$ cat config.mk
export PLATFORM = sky130hd
export DESIGN_NAME = rr_arbiter_2b
export DESIGN_NICKNAME = d
export VERILOG_FILES = /design/src/rtl/rr_arbiter_2b.sv
export SDC_FILE = /design/constraint.sdc
export NUM_CORES = 1
export LEC_CHECK = 0
export BUFFER_PORTS_ARGS = -buffer_cell sky130_fd_sc_hd__buf_2
export CORE_UTILIZATION = 45
export CTS_CLUSTER_SIZE = 40
export DETAILED_ROUTE_END_ITERATION = 8
export PLACE_DENSITY = 0.65
export SLEW_MARGIN = 5
export SYNTH_ARGS = -nofsm -noshare
export SYNTH_HDL_FRONTEND = slang
export SYNTH_SLANG_ARGS = --single-unit
export TNS_END_PERCENT = 30
$ cat constraint.sdc
create_clock -name clk -period 3 [get_ports clk]
set_input_delay 0.6 -clock clk [delete_from_list [all_inputs] [get_ports clk]]
set_output_delay 0.6 -clock clk [all_outputs]
set_load 0.05 [all_outputs]
$ cat src/rtl/rr_arbiter_2b.sv
// ---------------------------------------------------------------------------
// rr_arbiter_2b
//
// Round-robin arbiter over four requesters. The winning requester index is
// registered and presented as a 2-bit select {o_sel_a, o_sel_b}. That select
// feeds a 2-to-4 decoder downstream, and o_gnt_valid qualifies the decoder
// output. A grant is held until the holder signals done, drops its request,
// or (optionally) exceeds MAX_HOLD cycles. After every release the arbiter
// spends at least one idle cycle, so two selects are never live back to back.
//
// Parameters
//   MAX_HOLD : max cycles a grant may be held before forced release (0 = none)
//   CNT_W    : hold counter width; choose so that 2**CNT_W > MAX_HOLD
//
// Ports
//   clk          in   1  clock, rising edge
//   rst_n        in   1  asynchronous active-low reset
//   i_req        in   4  request vector, i_req[i] = requester i
//   i_done       in   1  current holder finished; release this cycle
//   o_sel_a      out  1  grant index MSB (decoder input a)
//   o_sel_b      out  1  grant index LSB (decoder input b)
//   o_gnt_valid  out  1  select carries a live grant
//   o_timeout    out  1  one-cycle pulse: grant released by the hold limit only
//
// All outputs come straight from registers; none is combinational from inputs.
// ---------------------------------------------------------------------------
module rr_arbiter_2b #(
    parameter int MAX_HOLD = 16,
    parameter int CNT_W    = 5
) (
    input  logic       clk,
    input  logic       rst_n,
    input  logic [3:0] i_req,
    input  logic       i_done,
    output logic       o_sel_a,
    output logic       o_sel_b,
    output logic       o_gnt_valid,
    output logic       o_timeout
);

    typedef enum logic {
        ST_IDLE  = 1'b0,
        ST_GRANT = 1'b1
    } state_t;

    // Last counter value of a grant before the hold limit forces release.
    // The counter starts at 0 on the first grant cycle, so a limit of N
    // means release is decided in the cycle where the count reads N-1.
    localparam int                HOLD_LAST_I = (MAX_HOLD > 0) ? (MAX_HOLD - 1) : 0;
    localparam logic [CNT_W-1:0]  HOLD_LAST   = CNT_W'(HOLD_LAST_I);
    localparam logic [CNT_W-1:0]  CNT_MAX     = '1;

    // ------------------------------------------------------------------
    // State and registered outputs
    // ------------------------------------------------------------------
    state_t           r_state;
    logic [1:0]       r_sel;
    logic             r_gnt_valid;
    logic             r_timeout;
    logic [1:0]       r_ptr;
    logic [CNT_W-1:0] r_hold_cnt;

    state_t           w_state_next;
    logic [1:0]       w_sel_next;
    logic             w_gnt_valid_next;
    logic             w_timeout_next;
    logic [1:0]       w_ptr_next;
    logic [CNT_W-1:0] w_hold_cnt_next;

    // ------------------------------------------------------------------
    // Rotating priority search
    //
    // w_req_rot[k] is the request of requester (ptr + k) mod 4, so the
    // lowest set bit of w_req_rot is the first requester at or after ptr.
    // ------------------------------------------------------------------
    logic [3:0] w_req_rot;
    logic [1:0] w_pick_ofs;
    logic [1:0] w_pick_idx;
    logic       w_any_req;

    genvar gi;
    generate
        for (gi = 0; gi < 4; gi++) begin : g_rot
            assign w_req_rot[gi] = i_req[r_ptr + 2'(gi)];
        end
    endgenerate

    // Walk from the lowest priority slot upward so the lowest set offset
    // wins the final assignment.
    always_comb begin
        w_pick_ofs = 2'd0;
        for (int k = 3; k >= 0; k--) begin
            if (w_req_rot[k]) begin
                w_pick_ofs = 2'(k);
            end
        end
    end

    assign w_any_req  = |i_req;
    assign w_pick_idx = r_ptr + w_pick_ofs;

    // ------------------------------------------------------------------
    // Release conditions for the current holder
    // ------------------------------------------------------------------
    logic w_holder_req;
    logic w_hold_limit;
    logic w_release;

    assign w_holder_req = i_req[r_sel];
    assign w_hold_limit = (MAX_HOLD != 0) && (r_hold_cnt == HOLD_LAST);
    assign w_release    = i_done || !w_holder_req || w_hold_limit;

    // ------------------------------------------------------------------
    // Next-state / next-output logic
    // ------------------------------------------------------------------
    always_comb begin
        w_state_next     = r_state;
        w_sel_next       = r_sel;
        w_gnt_valid_next = r_gnt_valid;
        w_timeout_next   = 1'b0;
        w_ptr_next       = r_ptr;
        w_hold_cnt_next  = r_hold_cnt;

        unique case (r_state)
            ST_IDLE: begin
                w_gnt_valid_next = 1'b0;
                if (w_any_req) begin
                    w_state_next     = ST_GRANT;
                    w_sel_next       = w_pick_idx;
                    w_gnt_valid_next = 1'b1;
                    w_hold_cnt_next  = '0;
                end
            end

            ST_GRANT: begin
                if (r_hold_cnt != CNT_MAX) begin
                    w_hold_cnt_next = r_hold_cnt + CNT_W'(1);
                end
                if (w_release) begin
                    // Select stays on the old holder while idle; only the
                    // valid qualifier drops.
                    w_state_next     = ST_IDLE;
                    w_gnt_valid_next = 1'b0;
                    w_ptr_next       = r_sel + 2'd1;
                    // Flag the timeout only when nothing else would have
                    // ended the grant this cycle.
                    w_timeout_next   = w_hold_limit && !i_done && w_holder_req;
                end else begin
                    w_gnt_valid_next = 1'b1;
                end
            end

            default: begin
                w_state_next     = ST_IDLE;
                w_gnt_valid_next = 1'b0;
            end
        endcase
    end

    // ------------------------------------------------------------------
    // Registers
    // ------------------------------------------------------------------
    always_ff @(posedge clk or negedge rst_n) begin
        if (!rst_n) begin
            r_state     <= ST_IDLE;
            r_sel       <= 2'd0;
            r_gnt_valid <= 1'b0;
            r_timeout   <= 1'b0;
            r_ptr       <= 2'd0;
            r_hold_cnt  <= '0;
        end else begin
            r_state     <= w_state_next;
            r_sel       <= w_sel_next;
            r_gnt_valid <= w_gnt_valid_next;
            r_timeout   <= w_timeout_next;
            r_ptr       <= w_ptr_next;
            r_hold_cnt  <= w_hold_cnt_next;
        end
    end

    assign o_sel_a     = r_sel[1];
    assign o_sel_b     = r_sel[0];
    assign o_gnt_valid = r_gnt_valid;
    assign o_timeout   = r_timeout;

endmodule
==> reports/results.ini <==
[critical_path]
r2r_cells = 8
arrival_ps = 2450
max_stage_delay_ps = 500
worstPathRequired_ps = 3210
startpoint_type = register
worstPathMaxFanout = 11
worstSetupPathType = register to register
end_kind = register
crit_chain = nor2b_1, a221oi_1, a31oi_1, a211o_1, ha_1, xnor2_1, or4_1, nand3_1
slowest_stage = or4_1

[timing]
fin_ws_ps = 760.2
tightest_slew_ps = 539.0
slew_violations = 0
rsz0062_at_grt = no
tns_ps = 0
setup_viol = 0
hold_slack_ps = 191.2
hold_viol = 0
slew_headroom_pct = 63.73
period_share_pct = 74.66
fin_crit_ps = 2240
skew_ps = 6.916
fmax_mhz = 446.5

[detailed_routing]
vias = 609
drt_iter0_markers = 22
post_drt_wl_per_cell_um = 13.86
drt-pass1-iter-count = 4
drtAntennaViolNets = 0
drc = 0
via_per_inst = 5.745
drt_wl_total_um = 1469

[cts]
numCtsBuffers = 3
cts_resized = 0
cts_max_level = 1
clk_latency_ps = 270
postCtsHoldBufs = 0
clock-sinks = 11
tritoncts = yes
clockBufferDepth = 2
postCtsSetupRepairBufs = 0
path_clk_slew_ps = 80
cts_root_buffer = clkbuf_4

[global_routing]
grt-ovfl-total = 0
grt.total_usage_pct = 18.60
grt_pass1_vias = 557
grt_max_degree = 12
antenna_found_initial = 0
grt_pass1_wl_um = 2421

[finish]
drive_gt1_share_pct = 18.89
syn_to_final_growth_pct = 8.518
nNetsFinal = 102
layout_common_cells = 11 x nor2_1, 11 x dfrtp_1, 10 x buf_2
antenna-diode-count = 0

[pwr]
p_per_area_mw_per_mm2 = 935.6
p_leak_nw = 0.3605
irDropWorstVdd_uv = 376.0

[synthesis]
yosysWarnings = 0
synth_cell_type_count = 33
syn_inst = 80
syn_nets = 91
seq_area_frac_synth_pct = 37.48
syn-cell-area_um2 = 734.5
ys_seq_elements = 11
syn_avg_cell_area_um2 = 9.181

[floorplanning]
die_area_mm2 = 0.001798
core_area_mm2 = 0.001524
start_util_pct = 48.19
die_h_um = 42.40
num_rows = 14
die_width_um = 42.40
ios = 11

[place]
place_congestion = 0.8443
hpwlAfterDp_um = 1081
preCtsSetupSlack_ps = 548.5
numPortBuffers = 10

[run_status]
status = complete, no violations

[job]
cap_violations = 0

[hold_path]
holdCritPathClass = input port to async pin

==> state kept, by name, summed over array words and instances (netlist names) <==
register	flops
r_ptr	2
o_timeout	1
o_gnt_valid	1
r_hold_cnt	5
r_sel	2
==> where the power goes <==
part	leakage (nW)	switching [mW]	internal [mW]
combinational	0.207	0.207	0.151
clock	0.0150	0.0516	0.0514
sequential	0.139	0.0823	0.203
total	0.361	0.341	0.405
==> path summary, 6_finish.rpt <==
kind                                from  slack (ps)       endpoint
setup / recovery                r_ptr[0]         760       r_sel[1]
hold / removal                     rst_n         190  r_hold_cnt[2]
setup reg to reg                r_ptr[0]         760       r_sel[1]
hold reg to reg            r_hold_cnt[2]         510  r_hold_cnt[2]
max in group asynchronous          rst_n        2590       r_sel[0]
min in group clk           r_hold_cnt[2]         510  r_hold_cnt[2]
==> layout make-up <==
class | instances | area (um^2)
repair buffers | 10 | 50.05
inverters | 1 | 3.754
flip-flops and latches | 11 | 275.3
clock buffers | 4 | 26.28
well taps | 16 | 20.02
multi-input cells | 64 | 421.7
fillers | 156 | 726.9
==> routing by layer <==
metal	wire length [um]	track usage [%]	vias up
met2	715	30.15	7
li1	-	-	308
met1	693	23.22	292
met5	0	0	-
met4	18	11.25	0
met3	42	2.586	2
==> per-stage QoR <==
step	total power [mW]	instances	area (um^2)	utilization, %
after CTS	0.7534	106	797.0	52.30
after global routing	0.8038	106	797.0	52.30
after global placement	0.6382	102	770.7	50.57
after detailed placement	0.6467	102	770.7	50.57
final	0.7457	106	797.0	52.30
after floorplan	0.5805	80	734.5	-
==> cell families after synthesis <==
group	count (synthesis)	synth area share [%]
flops	11	37.48
compound gates	19	17.55
buf+inv	5	5.109
xor+xnor	3	3.578
fa+ha+maj	4	6.815
simple gates	36	24.36
mux	2	5.111
==> synth_stat cells <==
cell type  count  area share, %
or2_4          1            1.2
a21boi_2       1            1.5
dfrtp_1       11             37
nand3_1        3            2.0
o31ai_1        1            1.0
o32ai_1        1            1.2
o21a_1         1            1.0
a21oi_1        2            1.4
mux2_2         1            1.5
nand3b_1       2            2.0
or4_1          1            1.0
clkbuf_8       1            1.9
inv_1          1           0.51
o21ai_0        7            4.8
nand2_1        9            4.6
a22o_1         1            1.2
and3_1         2            1.7
o2111ai_1      1            1.2
xor2_1         1            1.2
a31oi_1        1           0.85
buf_2          1           0.68
o211ai_1       1            1.0
nor4_1         2            1.7
nand2b_1       1           0.85
a211o_1        1            1.2
or3_2          1            1.0
nor2b_1        3            2.6
ha_1           4            6.8
mux4_1         1            3.6
nor2_1        11            5.6
a221oi_1       1            1.2
buf_4          2            2.0
xnor2_1        2            2.4
==> critical path: cells and delay by family, from the launching register on <==
kind            cells  cell delay (ps)
simple gates        3              770
compound gates      3              600
flops               1              480
fa+ha+maj           1              190
xor+xnor            1              140
Power figures use the tool's default switching activity.
